**config.mk**
```make
export PLATFORM = sky130hd
export DESIGN_NAME = dpi_stream_sequencer
export DESIGN_NICKNAME = d
export VERILOG_FILES = /design/src/rtl/dpi_stream_sequencer.sv
export SDC_FILE = /design/constraint.sdc
export NUM_CORES = 1
export LEC_CHECK = 0
export BUFFER_PORTS_ARGS = -buffer_cell sky130_fd_sc_hd__buf_2
export CAP_MARGIN = 20
export CORE_ASPECT_RATIO = 1.75
export CORE_MARGIN = 5
export CORE_UTILIZATION = 55
export DETAILED_ROUTE_END_ITERATION = 8
export GPL_ROUTABILITY_DRIVEN = 0
export PLACE_DENSITY = 0.75
export SYNTH_ARGS = -nofsm -noshare
export SYNTH_HDL_FRONTEND = slang
export SYNTH_SLANG_ARGS = --single-unit
```
**constraint.sdc**
```tcl
create_clock -name clk -period 18.45 [get_ports clk]
set_input_delay 0.9225 -clock clk [delete_from_list [all_inputs] [get_ports clk]]
set_output_delay 0.9225 -clock clk [all_outputs]
set_load 0.03 [all_outputs]
```
**src/rtl/dpi_stream_sequencer.sv**
```systemverilog
// Packet front end for the DPI matcher bank: per-stream enable/seen lookup and
// load_state / char_in / eop sequencing with restore and settle gaps.
module dpi_stream_sequencer #(
    parameter int unsigned NUM_REGEX = 8,
    parameter int unsigned LOAD_GAP  = 2,
    parameter int unsigned EOP_GAP   = 3
) (
    input  logic                 clk,
    input  logic                 rst,
    input  logic [7:0]           pkt_data,
    input  logic                 pkt_vld,
    input  logic                 pkt_sop,
    input  logic                 pkt_eop,
    input  logic [5:0]           pkt_stream_id,
    output logic                 pkt_rdy,
    input  logic                 cfg_wr,
    input  logic                 cfg_clr,
    input  logic [5:0]           cfg_stream_id,
    input  logic [NUM_REGEX-1:0] cfg_enable,
    output logic                 load_state,
    output logic                 new_stream_id,
    output logic [5:0]           stream_id,
    output logic [NUM_REGEX-1:0] enable,
    output logic [7:0]           char_in,
    output logic                 char_in_vld,
    output logic                 eop,
    output logic [15:0]          pkt_count,
    output logic [15:0]          err_count
);

    typedef enum logic [2:0] {
        ST_IDLE,
        ST_LOAD,
        ST_WAIT,
        ST_STREAM,
        ST_DRAIN,
        ST_EOP
    } state_t;

    localparam logic [2:0] LOAD_LAST  = 3'(LOAD_GAP - 2);
    localparam logic [2:0] DRAIN_LAST = 3'(EOP_GAP - 1);

    state_t               state;
    logic [NUM_REGEX-1:0] en_tbl [64];
    logic [63:0]          seen;
    logic                 first_byte;
    logic [2:0]           gap_cnt;
    logic [2:0]           drain_cnt;
    logic [2:0]           idle_cnt;

    // pkt_rdy opens in the last restore-gap cycle because the accepted byte
    // reaches char_in one cycle later; STREAM is entered at that point.
    always_comb begin
        pkt_rdy = 1'b0;
        case (state)
            ST_IDLE:   pkt_rdy = pkt_vld & ~pkt_sop;
            ST_STREAM: pkt_rdy = ~(pkt_sop & ~first_byte);
            default:   pkt_rdy = 1'b0;
        endcase
    end

    always_ff @(posedge clk or posedge rst) begin
        if (rst) begin
            for (int unsigned i = 0; i < 64; i++) en_tbl[i] <= '1;
            seen <= '0;
        end else begin
            if (cfg_wr) en_tbl[cfg_stream_id] <= cfg_enable;
            if (state == ST_LOAD) seen[stream_id] <= 1'b1;
            // Retirement of the same stream in the same cycle takes priority.
            if (cfg_clr) seen[cfg_stream_id] <= 1'b0;
        end
    end

    always_ff @(posedge clk or posedge rst) begin
        if (rst) begin
            state         <= ST_IDLE;
            load_state    <= 1'b0;
            new_stream_id <= 1'b0;
            stream_id     <= '0;
            enable        <= '0;
            char_in       <= '0;
            char_in_vld   <= 1'b0;
            eop           <= 1'b0;
            pkt_count     <= '0;
            err_count     <= '0;
            first_byte    <= 1'b0;
            gap_cnt       <= '0;
            drain_cnt     <= '0;
            idle_cnt      <= '0;
        end else begin
            load_state    <= 1'b0;
            new_stream_id <= 1'b0;
            char_in_vld   <= 1'b0;
            eop           <= 1'b0;
            case (state)
                ST_IDLE: begin
                    if (pkt_vld && pkt_sop) begin
                        stream_id     <= pkt_stream_id;
                        enable        <= en_tbl[pkt_stream_id];
                        new_stream_id <= ~seen[pkt_stream_id];
                        load_state    <= 1'b1;
                        state         <= ST_LOAD;
                    end else if (pkt_vld && err_count != '1) begin
                        err_count <= err_count + 16'd1;
                    end
                end
                ST_LOAD: begin
                    gap_cnt    <= 3'd1;
                    first_byte <= 1'b1;
                    idle_cnt   <= '0;
                    state      <= (LOAD_GAP <= 2) ? ST_STREAM : ST_WAIT;
                end
                ST_WAIT: begin
                    if (gap_cnt == LOAD_LAST) state <= ST_STREAM;
                    else gap_cnt <= gap_cnt + 3'd1;
                end
                ST_STREAM: begin
                    if (pkt_vld && pkt_sop && !first_byte) begin
                        // Truncated packet: drain counts from the last char already sent.
                        if (err_count != '1) err_count <= err_count + 16'd1;
                        drain_cnt <= (idle_cnt >= DRAIN_LAST - 3'd1) ? DRAIN_LAST
                                                                      : idle_cnt + 3'd1;
                        state     <= ST_DRAIN;
                    end else if (pkt_vld) begin
                        char_in     <= pkt_data;
                        char_in_vld <= 1'b1;
                        first_byte  <= 1'b0;
                        idle_cnt    <= '0;
                        if (pkt_eop) begin
                            drain_cnt <= '0;
                            state     <= ST_DRAIN;
                        end
                    end else if (idle_cnt != 3'd7) begin
                        idle_cnt <= idle_cnt + 3'd1;
                    end
                end
                ST_DRAIN: begin
                    if (drain_cnt >= DRAIN_LAST) begin
                        eop   <= 1'b1;
                        state <= ST_EOP;
                    end else begin
                        drain_cnt <= drain_cnt + 3'd1;
                    end
                end
                ST_EOP: begin
                    pkt_count <= pkt_count + 16'd1;
                    state     <= ST_IDLE;
                end
                default: state <= ST_IDLE;
            endcase
        end
    end

endmodule

```
==> metrics.txt <==
Max Cap Viol=0; layout cells sized above 1=62.7%; global route overflow=0; Sw Pwr=around 0.0011 W; Rel. slew slack=23.3%; Required @ worst endpoint=18920 ps; Yosys warning count=0; WL per Instance=26.7 um; Mapped Nets=2202; Setup Buffers After CTS=0; Post-Route WL=78.0 mm; Seq/Total Area, Yosys=between 50% and 60%; Port Buf Inserts=93; Int Pwr=about 0.0028 W; Die X=between 150 and 200 um; TritonCTS buffer count=58; Avg Cell Area, Syn=14.1 sq um; worst slew pin tran=1150 ps; # diodes=0; DRT iter0 DRCs=1346; maximum clock rate=284 MHz; GRT Total Usage=between 20% and 30%; R2R cell count=7; top post-synthesis cells by area=dfstp_2 44%, mux2_2 19%, dfrtp_1 11%; # setup viols final=0; clock tree root buffer cell=clkbuf_16; Clk network pwr share=32.1%; maximum vdd drop=roughly 0.085 mV; I/O pins=94; Die H=~320 um; Sink Count=647; Clock Skew=17.2 ps; Netlist cell types=58; Initial Util=55.2%; via count=18700; hold depth=1; Die Area=about 0.06 sq mm; crit start category=input pin; critical path class=input pin to register; Final period util=19.1%; Final Max Slew Viols=0; critical path capture point type=register; Synth Flop Type=dfstp_2; Reg clk slew, reported paths=70 ps; Post-synth ARST share=between 90% and 100%; Comb pwr share=18.2%; # resized after CTS=0; arrival time at the worst endpoint=3990 ps; share of the synthesized area in the top cell type=44.2%; CTS tree=yes; Final Non-Filler Cells=2925; PnR Total Power=between 0.003 and 0.004 W; status=finished, final reports clean; Antenna Nets Post-Route=0; Post-CTS Hold Buffers=0; Sequential Power Share=49.7%; Nets=2225; clk buf depth=3; Crit. Startpoint=pkt_stream_id[2]; TritonRoute pass-1 iters=5; cell taking the most area after synthesis=dfstp_2; worst skew pair latency=620 ps; initial antenna violation count=2; Cells after DPL=2810; hpwl dp=51.2 mm; area of the mapped netlist=between 0.03 and 0.04 sq mm; worst reg2reg setup slack=16160 ps; switching share of total power=between 20% and 30%; cells after synthesis=2158; core area=0.0551 sq mm; flops & latches, synth=647; Crit Path Max Fanout=74; Hold/Removal Path Class=register to register; EDFF count, synth=0; unrepaired setup endpoints after global routing=false; crit path time final=3520 ps; Hold Violations, Final=0; synthesis-to-layout area growth=9.71%; first-pass GRT wire length=121 mm; Hold EP=pkt_count[15]; worst r2r src=state[0]; placement row count=114; vias in the first global route=20300; # H-tree levels=2; pwr/cell area=116 mW/mm^2; leak pwr=about 14 nW; largest net degree at the start of global routing=approximately 190; FF-to-FF End=enable[7]; Via-to-Cell Ratio=~6.4; DRC=0; hold path startpoint=pkt_count[15]; Final TNS setup=0 ps
worst max-delay path, cell delays in order:
cell	delay [ps]
buf_8	590
buf_4	840
mux2i_1	320
a22oi_1	120
nand2_1	100
o22ai_1	220
a211oi_1	530
o221ai_1	210
layout by cell type, fill, tap and decap left out, types with 20 or more instances in the layout:
cell type | Yosys | layout
mux2_2 | 524 | 524
dfstp_2 | 512 | 512
a21oi_1 | 146 | 146
dfrtp_1 | 135 | 135
mux2i_1 | 103 | 103
nand2_1 | 100 | 100
mux4_2 | 99 | 99
buf_2 | 38 | 92
a22oi_1 | 64 | 64
clkbuf_16 | 0 | 63
nor2_2 | 30 | 31
nor2_1 | 32 | 31
and2_1 | 23 | 23
nand3_1 | 21 | 21
xnor2_1 | 21 | 21
buf_4 | 10 | 20
worst max-delay path by stage:
stage / to / slack (ps)
after global placement: en_tbl[64] / 13920
after floorplan: char_in[0] / 250
after CTS: en_tbl[64] / 14380
after detailed placement: en_tbl[227] / 13730
final: enable[5] / 14930
after global routing: enable[4] / 14720
routing by layer:
| metal | up-vias | GRT usage [%] | part of all wire [%] |
|---|---|---|---|
| li1 | 7955 | - | - |
| met1 | 9802 | 30.3 | 36 |
| met2 | 686 | 45.4 | 52 |
| met3 | 247 | 3.50 | 5.3 |
| met4 | 2 | 15.2 | 6.9 |
| met5 | - | 0 | 0.014 |
flip-flops by register name, summed over array words and instances, names as in the netlist, 3 cells and up:
| signal | count |
|---|---|
| seen | 64 |
| en_tbl | 512 |
| state | 3 |
| drain_cnt | 3 |
| err_count | 16 |
| stream_id | 6 |
| gap_cnt | 3 |
| pkt_count | 16 |
| char_in | 8 |
| enable | 8 |
| idle_cnt | 3 |
Yosys cell counts (all sizes together), types with 23 or more instances:
cell	instances
mux2	524
dfstp	512
a21oi	146
dfrtp	135
mux2i	103
nand2	100
mux4	99
clkbuf	91
buf	67
a22oi	64
nor2	62
and2	23
cells by family (layout without fill, tap and decap cells):
| group | Yosys count | count (layout) | share of synthesized area (%) |
|---|---|---|---|
| DFF | 647 | 647 | 55.3 |
| buffers and inverters | 176 | 247 | 2.55 |
| xor gates and xnor gates | 31 | 31 | 0.893 |
| AOI/OAI and AO/OA | 277 | 277 | 5.70 |
| muxes | 726 | 726 | 30.1 |
| adders and majority gates | 9 | 9 | 0.370 |
| and+or+nand+nor | 292 | 292 | 5.02 |
final cells by class:
class	count	area, sq um
tap	696	871
fill	4235	21700
inverter	18	75.1
clock inverter	18	134
timing repair buffer	121	811
clock buffer	90	1830
sequential	647	16800
multi-input combinational	1335	12800
through the flow:
| step | hold WS [ps] | area (sq um) | utilization, % | setup slack [ps] |
|---|---|---|---|---|
| CTS | 487 | 33200 | 60.3 | 14380 |
| global placement | 459 | 31200 | 56.7 | 13920 |
| global route | 494 | 33400 | 60.6 | 14720 |
| detailed placement | 476 | 31300 | 56.8 | 13730 |
| floorplan | 463 | 30400 | - | 247 |
| finish | 479 | 33400 | 60.6 | 14930 |
power groups by stage:
stage | logic (W) | clock network [W] | registers [W]
2_1_floorplan | 0.000478 | 0 | 0.00193
3_3_place_gp | 0.000671 | 0 | 0.00192
3_5_place_dp | 0.000699 | 0 | 0.00193
4_1_cts | 0.000702 | 0.00126 | 0.00191
5_1_grt | 0.000760 | 0.00132 | 0.00194
6_report | 0.000702 | 0.00124 | 0.00192
(Power assumes the default switching activity.)
